===== config.mk =====
export PLATFORM = sky130hd
export DESIGN_NAME = video_in_wb_writer
export DESIGN_NICKNAME = d
export VERILOG_FILES = /design/src/rtl/video_in_pkg.sv /design/src/rtl/video_in_fifo.sv /design/src/rtl/video_in_wb_writer.sv
export SDC_FILE = /design/constraint.sdc
export NUM_CORES = 1
export LEC_CHECK = 0
export ABC_AREA = 1
export CAP_MARGIN = 20
export CORE_MARGIN = 2
export CORE_UTILIZATION = 44
export DETAILED_ROUTE_END_ITERATION = 16
export GPL_TIMING_DRIVEN = 0
export HOLD_SLACK_MARGIN = 0.15
export PLACE_DENSITY_LB_ADDON = 0.1
export SYNTH_ARGS = -nofsm -noshare
export SYNTH_HDL_FRONTEND = slang
export SYNTH_HIERARCHICAL = 1
export SYNTH_SLANG_ARGS = --single-unit

===== constraint.sdc =====
create_clock -name p_clk -period 6.8 [get_ports p_clk]
set_clock_uncertainty 0.05 [all_clocks]
set_input_delay 1.36 -clock p_clk [delete_from_list [all_inputs] [get_ports p_clk]]
set_output_delay 1.36 -clock p_clk [all_outputs]
set_load 0.1 [all_outputs]

===== src/rtl/video_in_pkg.sv =====
// rtl/video_in_pkg.sv - shared types for the video input capture DMA
package video_in_pkg;

  typedef enum logic [1:0] {
    ST_IDLE,
    ST_WAIT_SOF,
    ST_CAPTURE,
    ST_FLUSH
  } state_e;

  // Word index is sized for the largest supported frame (640x480 pixels);
  // smaller frames simply leave the upper index bits at zero.
  localparam int unsigned DEF_WIDTH  = 640;
  localparam int unsigned DEF_HEIGHT = 480;
  localparam int unsigned IDX_W      = $clog2(DEF_WIDTH * DEF_HEIGHT / 4);
  localparam int unsigned ENTRY_W    = IDX_W + 32;

  typedef struct packed {
    logic [IDX_W-1:0] idx;
    logic [31:0]      data;
  } fifo_entry_t;

  // Byte address of a frame word, wrapping at 32 bits.
  function automatic logic [31:0] word_addr(input logic [31:0] base, input logic [IDX_W-1:0] idx);
    return base + (32'(idx) << 2);
  endfunction

endpackage


===== src/rtl/video_in_fifo.sv =====
// rtl/video_in_fifo.sv - first-word-fall-through word FIFO for the capture DMA
module video_in_fifo
  import video_in_pkg::*;
#(
  parameter int unsigned DEPTH = 16
) (
  input  logic               clk_i,
  input  logic               rst_ni,
  input  logic               push_i,
  input  logic [ENTRY_W-1:0] wdata_i,
  input  logic               pop_i,
  output logic [ENTRY_W-1:0] rdata_o,
  output logic               full_o,
  output logic               empty_o,
  output logic               more_o
);

  localparam int unsigned AW = $clog2(DEPTH);

  logic [ENTRY_W-1:0] mem_q [DEPTH];
  logic [AW-1:0]      wr_ptr_q, rd_ptr_q;
  logic [AW:0]        count_q;
  logic               do_push, do_pop;

  assign full_o  = (count_q == (AW+1)'(DEPTH));
  assign empty_o = (count_q == '0);
  assign more_o  = (count_q > (AW+1)'(1));

  // A pop frees a slot in the same cycle, so a push into a full FIFO with a pop is accepted.
  assign do_pop  = pop_i && !empty_o;
  assign do_push = push_i && (!full_o || do_pop);
  assign rdata_o = mem_q[rd_ptr_q];

  // Storage array, written on accepted pushes only.
  always_ff @(posedge clk_i) begin
    if (do_push) mem_q[wr_ptr_q] <= wdata_i;
  end

  // Pointers and occupancy; pointers wrap naturally since DEPTH is a power of two.
  always_ff @(posedge clk_i or negedge rst_ni) begin
    if (!rst_ni) begin
      wr_ptr_q <= '0;
      rd_ptr_q <= '0;
      count_q  <= '0;
    end else begin
      if (do_push) wr_ptr_q <= wr_ptr_q + AW'(1);
      if (do_pop)  rd_ptr_q <= rd_ptr_q + AW'(1);
      count_q <= count_q + (AW+1)'(do_push) - (AW+1)'(do_pop);
    end
  end

endmodule


===== src/rtl/video_in_wb_writer.sv =====
// rtl/video_in_wb_writer.sv - packs 8-bit pixels into words and writes frames over Wishbone
module video_in_wb_writer
  import video_in_pkg::*;
#(
  parameter int unsigned WIDTH      = 640,
  parameter int unsigned HEIGHT     = 480,
  parameter int unsigned FIFO_DEPTH = 16
) (
  input  logic        p_clk,
  input  logic        p_resetn,
  input  logic [31:0] cfg_base_addr,
  input  logic        cfg_start,
  input  logic        px_valid,
  input  logic [7:0]  px_data,
  input  logic        px_sof,
  output logic [31:0] p_wb_ADR_O,
  output logic [31:0] p_wb_DAT_O,
  input  logic [31:0] p_wb_DAT_I,
  output logic [3:0]  p_wb_SEL_O,
  output logic        p_wb_CYC_O,
  output logic        p_wb_STB_O,
  output logic        p_wb_WE_O,
  input  logic        p_wb_ACK_I,
  input  logic        p_wb_ERR_I,
  input  logic        p_wb_RTY_I,
  output logic        busy,
  output logic        frame_done,
  output logic        overflow,
  output logic        bus_err
);

  localparam int unsigned PW       = IDX_W + 2;
  localparam logic [PW-1:0] LAST_PIX = PW'(WIDTH * HEIGHT - 1);

  state_e      state_q, state_d;
  logic [PW-1:0] pix_cnt_q, pix_cnt_d;
  logic [23:0] pack_q, pack_d;
  logic [31:0] base_q, base_d;
  logic        overflow_q, overflow_d;
  logic        bus_err_q, bus_err_d;
  logic        done_q, done_d;
  logic        stb_q, stb_d;
  logic        take_px, push, pop, push_ok;
  logic        fifo_full, fifo_empty, fifo_more;
  fifo_entry_t push_e, head_e;
  logic        unused_in;

  // Read data and the low address bits have no use in a write-only master.
  assign unused_in = ^{p_wb_DAT_I, cfg_base_addr[1:0]};

  // The word index is simply the pixel count divided by four, so dropped words still advance it.
  assign push_e.idx  = pix_cnt_q[PW-1:2];
  assign push_e.data = {px_data, pack_q};

  assign pop     = stb_q && (p_wb_ACK_I || p_wb_ERR_I);
  assign push_ok = push && (!fifo_full || pop);

  video_in_fifo #(
    .DEPTH(FIFO_DEPTH)
  ) u_fifo (
    .clk_i  (p_clk),
    .rst_ni (p_resetn),
    .push_i (push),
    .wdata_i(push_e),
    .pop_i  (pop),
    .rdata_o(head_e),
    .full_o (fifo_full),
    .empty_o(fifo_empty),
    .more_o (fifo_more)
  );

  // Capture FSM, pixel packer and sticky status next-state.
  always_comb begin
    state_d    = state_q;
    pix_cnt_d  = pix_cnt_q;
    pack_d     = pack_q;
    base_d     = base_q;
    overflow_d = overflow_q;
    bus_err_d  = bus_err_q;
    done_d     = 1'b0;
    take_px    = 1'b0;
    push       = 1'b0;
    case (state_q)
      ST_IDLE: begin
        if (cfg_start) begin
          base_d     = {cfg_base_addr[31:2], 2'b00};
          pix_cnt_d  = '0;
          overflow_d = 1'b0;
          bus_err_d  = 1'b0;
          state_d    = ST_WAIT_SOF;
        end
      end
      ST_WAIT_SOF: begin
        if (px_valid && px_sof) begin
          take_px = 1'b1;
          state_d = ST_CAPTURE;
        end
      end
      ST_CAPTURE: begin
        if (px_valid) begin
          take_px = 1'b1;
          if (pix_cnt_q == LAST_PIX) state_d = ST_FLUSH;
        end
      end
      ST_FLUSH: begin
        if (fifo_empty && !stb_q) begin
          done_d  = 1'b1;
          state_d = ST_IDLE;
        end
      end
      default: state_d = ST_IDLE;
    endcase
    if (take_px) begin
      pix_cnt_d = pix_cnt_q + PW'(1);
      case (pix_cnt_q[1:0])
        2'd0:    pack_d[7:0]   = px_data;
        2'd1:    pack_d[15:8]  = px_data;
        2'd2:    pack_d[23:16] = px_data;
        default: push          = 1'b1;
      endcase
    end
    if (push && !push_ok) overflow_d = 1'b1;
    if (stb_q && p_wb_ERR_I) bus_err_d = 1'b1;
  end

  // Write engine strobe: retry drops STB for one cycle, ACK/ERR continue only if a word remains.
  always_comb begin
    stb_d = 1'b0;
    if (!stb_q)                           stb_d = !fifo_empty;
    else if (p_wb_ACK_I || p_wb_ERR_I)    stb_d = fifo_more || push_ok;
    else if (p_wb_RTY_I)                  stb_d = 1'b0;
    else                                  stb_d = 1'b1;
  end

  // State and datapath registers.
  always_ff @(posedge p_clk or negedge p_resetn) begin
    if (!p_resetn) begin
      state_q    <= ST_IDLE;
      pix_cnt_q  <= '0;
      pack_q     <= '0;
      base_q     <= '0;
      overflow_q <= 1'b0;
      bus_err_q  <= 1'b0;
      done_q     <= 1'b0;
      stb_q      <= 1'b0;
    end else begin
      state_q    <= state_d;
      pix_cnt_q  <= pix_cnt_d;
      pack_q     <= pack_d;
      base_q     <= base_d;
      overflow_q <= overflow_d;
      bus_err_q  <= bus_err_d;
      done_q     <= done_d;
      stb_q      <= stb_d;
    end
  end

  // Bus outputs are forced to zero outside a cycle so reset and idle look identical.
  assign p_wb_CYC_O = stb_q;
  assign p_wb_STB_O = stb_q;
  assign p_wb_WE_O  = stb_q;
  assign p_wb_SEL_O = {4{stb_q}};
  assign p_wb_ADR_O = stb_q ? word_addr(base_q, head_e.idx) : 32'h0;
  assign p_wb_DAT_O = stb_q ? head_e.data : 32'h0;

  assign busy       = (state_q != ST_IDLE);
  assign frame_done = done_q;
  assign overflow   = overflow_q;
  assign bus_err    = bus_err_q;

endmodule


# After elaboration in Yosys (flattened, before gate mapping)
# Memory sizes are Yosys's and may differ from the RTL's.
# Cells that the tools add are included.
[op_classes] reduce_logical=35 n_eq_ne=12 n_addsub=6 n_lt_le_gt_ge=1 muxes=27 n_shift=0 div=0 mul=0 bitwise_logic=0
[ops] cell="$mux 32" count=2
[ops] cell="$mux 19" count=3
[ops] cell="$add 32x19->32" count=1
[ops] cell="$add 19x1->19 const B" count=1
[ops] cell="$eq 19x19->1 const B" count=1
[ops] cell="$mux 1" count=15
[ops] cell="$reduce_and 2->1" count=7
[ops] cell="$reduce_bool 2->1" count=7
[ops] cell="$mux 2" count=5
[ops] cell="$ne 2x2->1 const B" count=5
[ops] cell="$add 4x1->4 const B" count=2
[ops] cell="$logic_and 1x1->1" count=8
[ops] cell="$pmux 2 s4" count=1
[ops] cell="$eq 2x2->1 const B" count=3
[ops] cell="$add 5x1->5" count=1
[ops] cell="$eq 5x5->1 const B" count=1
[ops] cell="$gt 5x1->1 const B" count=1
[ops] cell="$logic_not 5->1" count=1
[ops] cell="$reduce_and 5->1" count=1
[ops] cell="$sub 5x1->5" count=1
[ops] cell="$eq 2x1->1 const B" count=2
[ops] cell="$logic_not 1->1" count=4
[ops] cell="$logic_not 2->1" count=2
[ops] cell="$logic_or 1x1->1" count=4
[ops] cell="other kinds (2)" count=2
[totals] latchBits=0 output_inout_bits=75 mem_bits_rw=784 ff_bits=92 elab_cells=95 memories=1 rom_bits=0
[mem_list] name="u_fifo.mem_q" depth=16 width=49 read_ports=1 rd_clocked_by_memory_dff=0 wr=1 line_no="video_in_fifo.sv:20" rtl="logic [ENTRY_W-1:0] mem_q [DEPTH];"

# Logic depth before layout (Yosys ltp)
[depth] depth_word=9 mapped_depth=22 ltp_nobuf=19

# Modules after synthesis
# The synthesis kept the hierarchy.
[by_module_without_submodules] mod="video_in_fifo" cells_each=3166 area_per_inst_um2=33452.1 instances=1 seq_area_each_um2=23867.9
[by_module_without_submodules] mod="video_in_wb_writer" cells_each=878 area_per_inst_um2=5632.9 instances=1 seq_area_each_um2=1976.9

# Worst setup path after synthesis
# Ideal clock, no wire load.
[synth_path] path_type="input to register" from="input port px_sof" to="memory u_fifo/mem_q[3][0] (netlist name), enable pin" path_buffers=1 arrival_ns=5.562 path_stages=7 setup_slack_ns=0.672 path_cell_list="nand2_1 > nand2_1 > nand3_2 > nor2_1 > nand2_1 > clkbuf_1 > nor3_1"
[synth_via] elab_chain_cells=7
[synth_rtl] element="from (decl)" line_no="video_in_wb_writer.sv:15" rtl="input logic px_sof,"
[synth_rtl] element="$logic_and 1x1->1" line_no="video_in_wb_writer.sv:94" rtl="if (px_valid && px_sof) begin"
[synth_rtl] element="$mux 1" line_no="video_in_wb_writer.sv:94"
[synth_rtl] element="$pmux 1 s2" line_no="video_in_wb_writer.sv:83" rtl="case (state_q)"
[synth_rtl] element="$mux 1" line_no="video_in_wb_writer.sv:113" rtl="if (take_px) begin"
[synth_rtl] element="via push" line_no="video_in_wb_writer.sv:43" rtl="logic take_px, push, pop, push_ok;"
[synth_rtl] element="$logic_and 1x1->1" line_no="video_in_fifo.sv:31" rtl="assign do_push = push_i && (!full_o || do_pop);"
[synth_rtl] element="$mux 1" line_no="video_in_fifo.sv:36" rtl="if (do_push) mem_q[wr_ptr_q] <= wdata_i;"
[synth_rtl] element="$mux 1 (implied by the code)" line_no="video_in_fifo.sv:36"
[synth_rtl] element="to (decl)" line_no="video_in_fifo.sv:20"
# The timed path passes the listed nets, and every way through them passes these cells.

==> results.json <==
{
  "drt-wirelength-per-cell_um": 19.0,
  "syn_inst": 4044,
  "r2r-end": "u_fifo/mem_q[8][7]$_DFFE_PP_",
  "die_h_um": 302,
  "clk_latency_ns": 0.66,
  "routed.top_layer": "met4",
  "min_path_cells": 2,
  "synth.most_common_cell": "nand2_1",
  "htreeDepth": 3,
  "min-delay-start": "base_q[11]$_DFFE_PN0P_",
  "ys_ff_latch": 876,
  "gp_congestion": 0.875,
  "netlist.area_leader.share_pct": 60.2,
  "dpl-instance-area_um2": 42800,
  "r2r_slack_ns": 2.65,
  "yosys-top-cells-area": "edfxtp_1, nand2_1, dfrtp_1",
  "setup_violations": 0,
  "rsz0062_at_grt": "no",
  "antenna_cells": 0,
  "clock_path_buffers": 3,
  "grt_usage_pct": 23.4,
  "cts_tree": "done",
  "r2r_cells": 11,
  "ys.flop_type": "edfxtp_1",
  "overflow": 0,
  "setup_ws_ns": 0.238,
  "status": "completed",
  "syn_area_um2": 39100,
  "relSlewSlack_pct": 33.1,
  "min_period_ns": 6.56,
  "holdCritPathClass": "flip-flop to flip-flop",
  "vias": 27500,
  "drive_gt1_share_pct": 8.40,
  "ys_seq_area_share_pct": 66.1,
  "drt-met1-wl_um": 49100,
  "power_density_nw_per_um2": 493,
  "synthTopCellsByCount": "nand2_1, edfxtp_1, inv_1",
  "die_area_um2": 91200,
  "start_util_pct": 44.3,
  "synth_edf_count": 784,
  "cts_root_buf": "clkbuf_16",
  "cts.clk_slew.worst_paths_ns": 0.05,
  "fin_cells": 5591,
  "r2r_start": "p_wb_CYC_O$_DFF_PN0_",
  "num_rows": 109,
  "critPathMaxStageDelay_ns": 1.16,
  "worstSetupStartpoint": "u_fifo/rd_ptr_q[0]$_DFFE_PN0N_",
  "tightest_slew_ns": 1.00,
  "dp_cells": 5413,
  "worstPathMaxFanout": 10,
  "path_buf_inv": 5,
  "async_flop_share_pct": 10.5,
  "drt_iter0_drc": 2336,
  "grt_pass1_wl_um": 159000,
  "met3RoutedLength_um": 6520,
  "core_um2": 88200,
  "period_share_pct": 96.5,
  "fp.dieW_um": 302,
  "dpl_worst_slack_ns": 0.307,
  "grt_pass1_vias": 25400,
  "cts_setup_buffers": 0,
  "grt_max_degree": 50,
  "hold_viol": 0,
  "viasPerCell": 4.93,
  "avgSynthCellArea_um2": 9.66,
  "holdBufCountCts": 0,
  "antenna_found_initial": 0,
  "cap_violations": 0,
  "firstDrtPassIters": 6,
  "critPathTopFamily": "buffers and inverters",
  "routed_wl_um": 106000,
  "yosysTopAreaCell": "edfxtp_1",
  "fmax_mhz": 152,
  "wl_met2_um": 48100,
  "ant_nets": 0,
  "end_kind": "output port",
  "stdcell_area_um2": 45700,
  "holdPathEnd": "base_q[11]$_DFFE_PN0P_",
  "io_buffers": 118,
  "leakage_uw": 0.0198,
  "worstPathRequired_ns": 5.39,
  "ys_types": 42,
  "irDropWorstVdd_v": 0.000631,
  "drc": 0,
  "startpoint_type": "flip-flop",
  "path_cells": "buf_2 -> buf_2 -> buf_2 -> buf_2 -> nand2_1 -> nand3_1 -> nand3_1 -> nand2_1 -> nand2_1 -> ha_1 -> nor2_1 -> nand3b_1 -> nand2_1 -> o21ai_0 -> a21oi_1 -> clkdlybuf4s50_1",
  "yosys_warnings": 6,
  "num-nets-final": 4468,
  "crit_slowest_cell": "clkdlybuf4s50_1",
  "worstSetupPathType": "flip-flop to output port",
  "syn_to_final_growth_pct": 17.0,
  "ios": 155,
  "dp_hpwl_um": 75200,
  "cts_num_sinks": 876,
  "arrival_ns": 5.15,
  "drv_slew": 0,
  "cts_buffers": 97
}
## layer usage
layer | vias to the layer above | global-route usage, %
met5 | - | 0
met4 | 0 | 6.67
met3 | 185 | 3.43
met2 | 798 | 36.2
met1 | 13000 | 34.4
li1 | 13600 | -
## kinds of logic (layout without fill, tap and decap cells)
logic type | count (synthesis) | count (layout) | synth area share (%)
simple gates | 2367 | 2367 | 24.2
flops | 876 | 876 | 66.1
other cells | 1 | 2 | 0.00959
mux | 1 | 1 | 0.0256
buf+inv | 639 | 1020 | 6.50
compound gates | 108 | 108 | 1.49
fa+ha+maj | 41 | 41 | 1.35
xor+xnor | 11 | 11 | 0.246
## through the flow
stage / hold WS (ns) / setup TNS (ns) / power, uW / utilization, %
6_report: 0.435 / 0 / 22500 / 51.8
5_1_grt: 0.466 / 0 / 23800 / 51.8
3_3_place_gp: 0.420 / -2604.73 / 17700 / 47.3
3_5_place_dp: 0.423 / 0 / 17800 / 48.5
2_1_floorplan: 0.405 / 0 / 14300 / -
4_1_cts: 0.440 / 0 / 22700 / 51.9
## cell type report
class | instances | area, um^2
Timing Repair Buffer | 203 | 2110
Inverter | 463 | 1740
Clock inverter | 42 | 294
Clock buffer | 136 | 2710
Tap cell | 1165 | 1460
Multi-Input combinational cell | 2530 | 10800
Fill cell | 7979 | 42500
Buffer | 176 | 812
Sequential cell | 876 | 25800
## worst min-delay path: stages, from the launching register on
cell,delay [ns]
dfrtp_1,0.34
nand2_1,0.05
nand2_1,0.05
## cell usage in the layout (no fill, tap or decap), types with 76 or more instances in the layout
cell	count
buf_2	76
nand3_1	338
inv_1	452
dfrtp_1	92
clkbuf_16	100
nand2_1	1590
clkbuf_1	91
buf_6	77
nor2_1	382
edfxtp_1	784
clkdlybuf4s50_1	92
## how the worst max path moves through the flow
stage	endpoint	slack, ns	depth (start not counted)
after floorplan	u_fifo/mem_q[3][0]$_DFFE_PP_	0.67	7
after global placement	u_fifo/mem_q[9][8]$_DFFE_PP_	-3.95	8
after detailed placement	p_wb_ADR_O[30]	0.31	19
after CTS	p_wb_ADR_O[15]	0.02	18
after global routing	p_wb_ADR_O[30]	0.003	22
final	p_wb_ADR_O[7]	0.24	16
## report_power, final
part           leakage (uW)  internal, uW  total (uW)  switching [uW]
logic               0.00989          2490       10800            8350
clock network       0.00148          2880        4990            2110
registers           0.00840          6300        6710             414
total                0.0198         11700       22500           10900
## state kept, by name (all words and copies together), names as in the netlist
signal,count
base_q,30
bus_err,1
frame_done,1
overflow,1
p_wb_CYC_O,1
pack_q,24
pix_cnt_q,19
state_q,2
u_fifo/count_q,5
u_fifo/mem_q,784
u_fifo/rd_ptr_q,4
u_fifo/wr_ptr_q,4
## repair_timing
action,4_1_cts,5_1_grt
pin swaps,0,0
endpoints found under the setup margin,19,25
gates resized for setup,31,36
No activity file was read; power rests on OpenSTA's default activity.
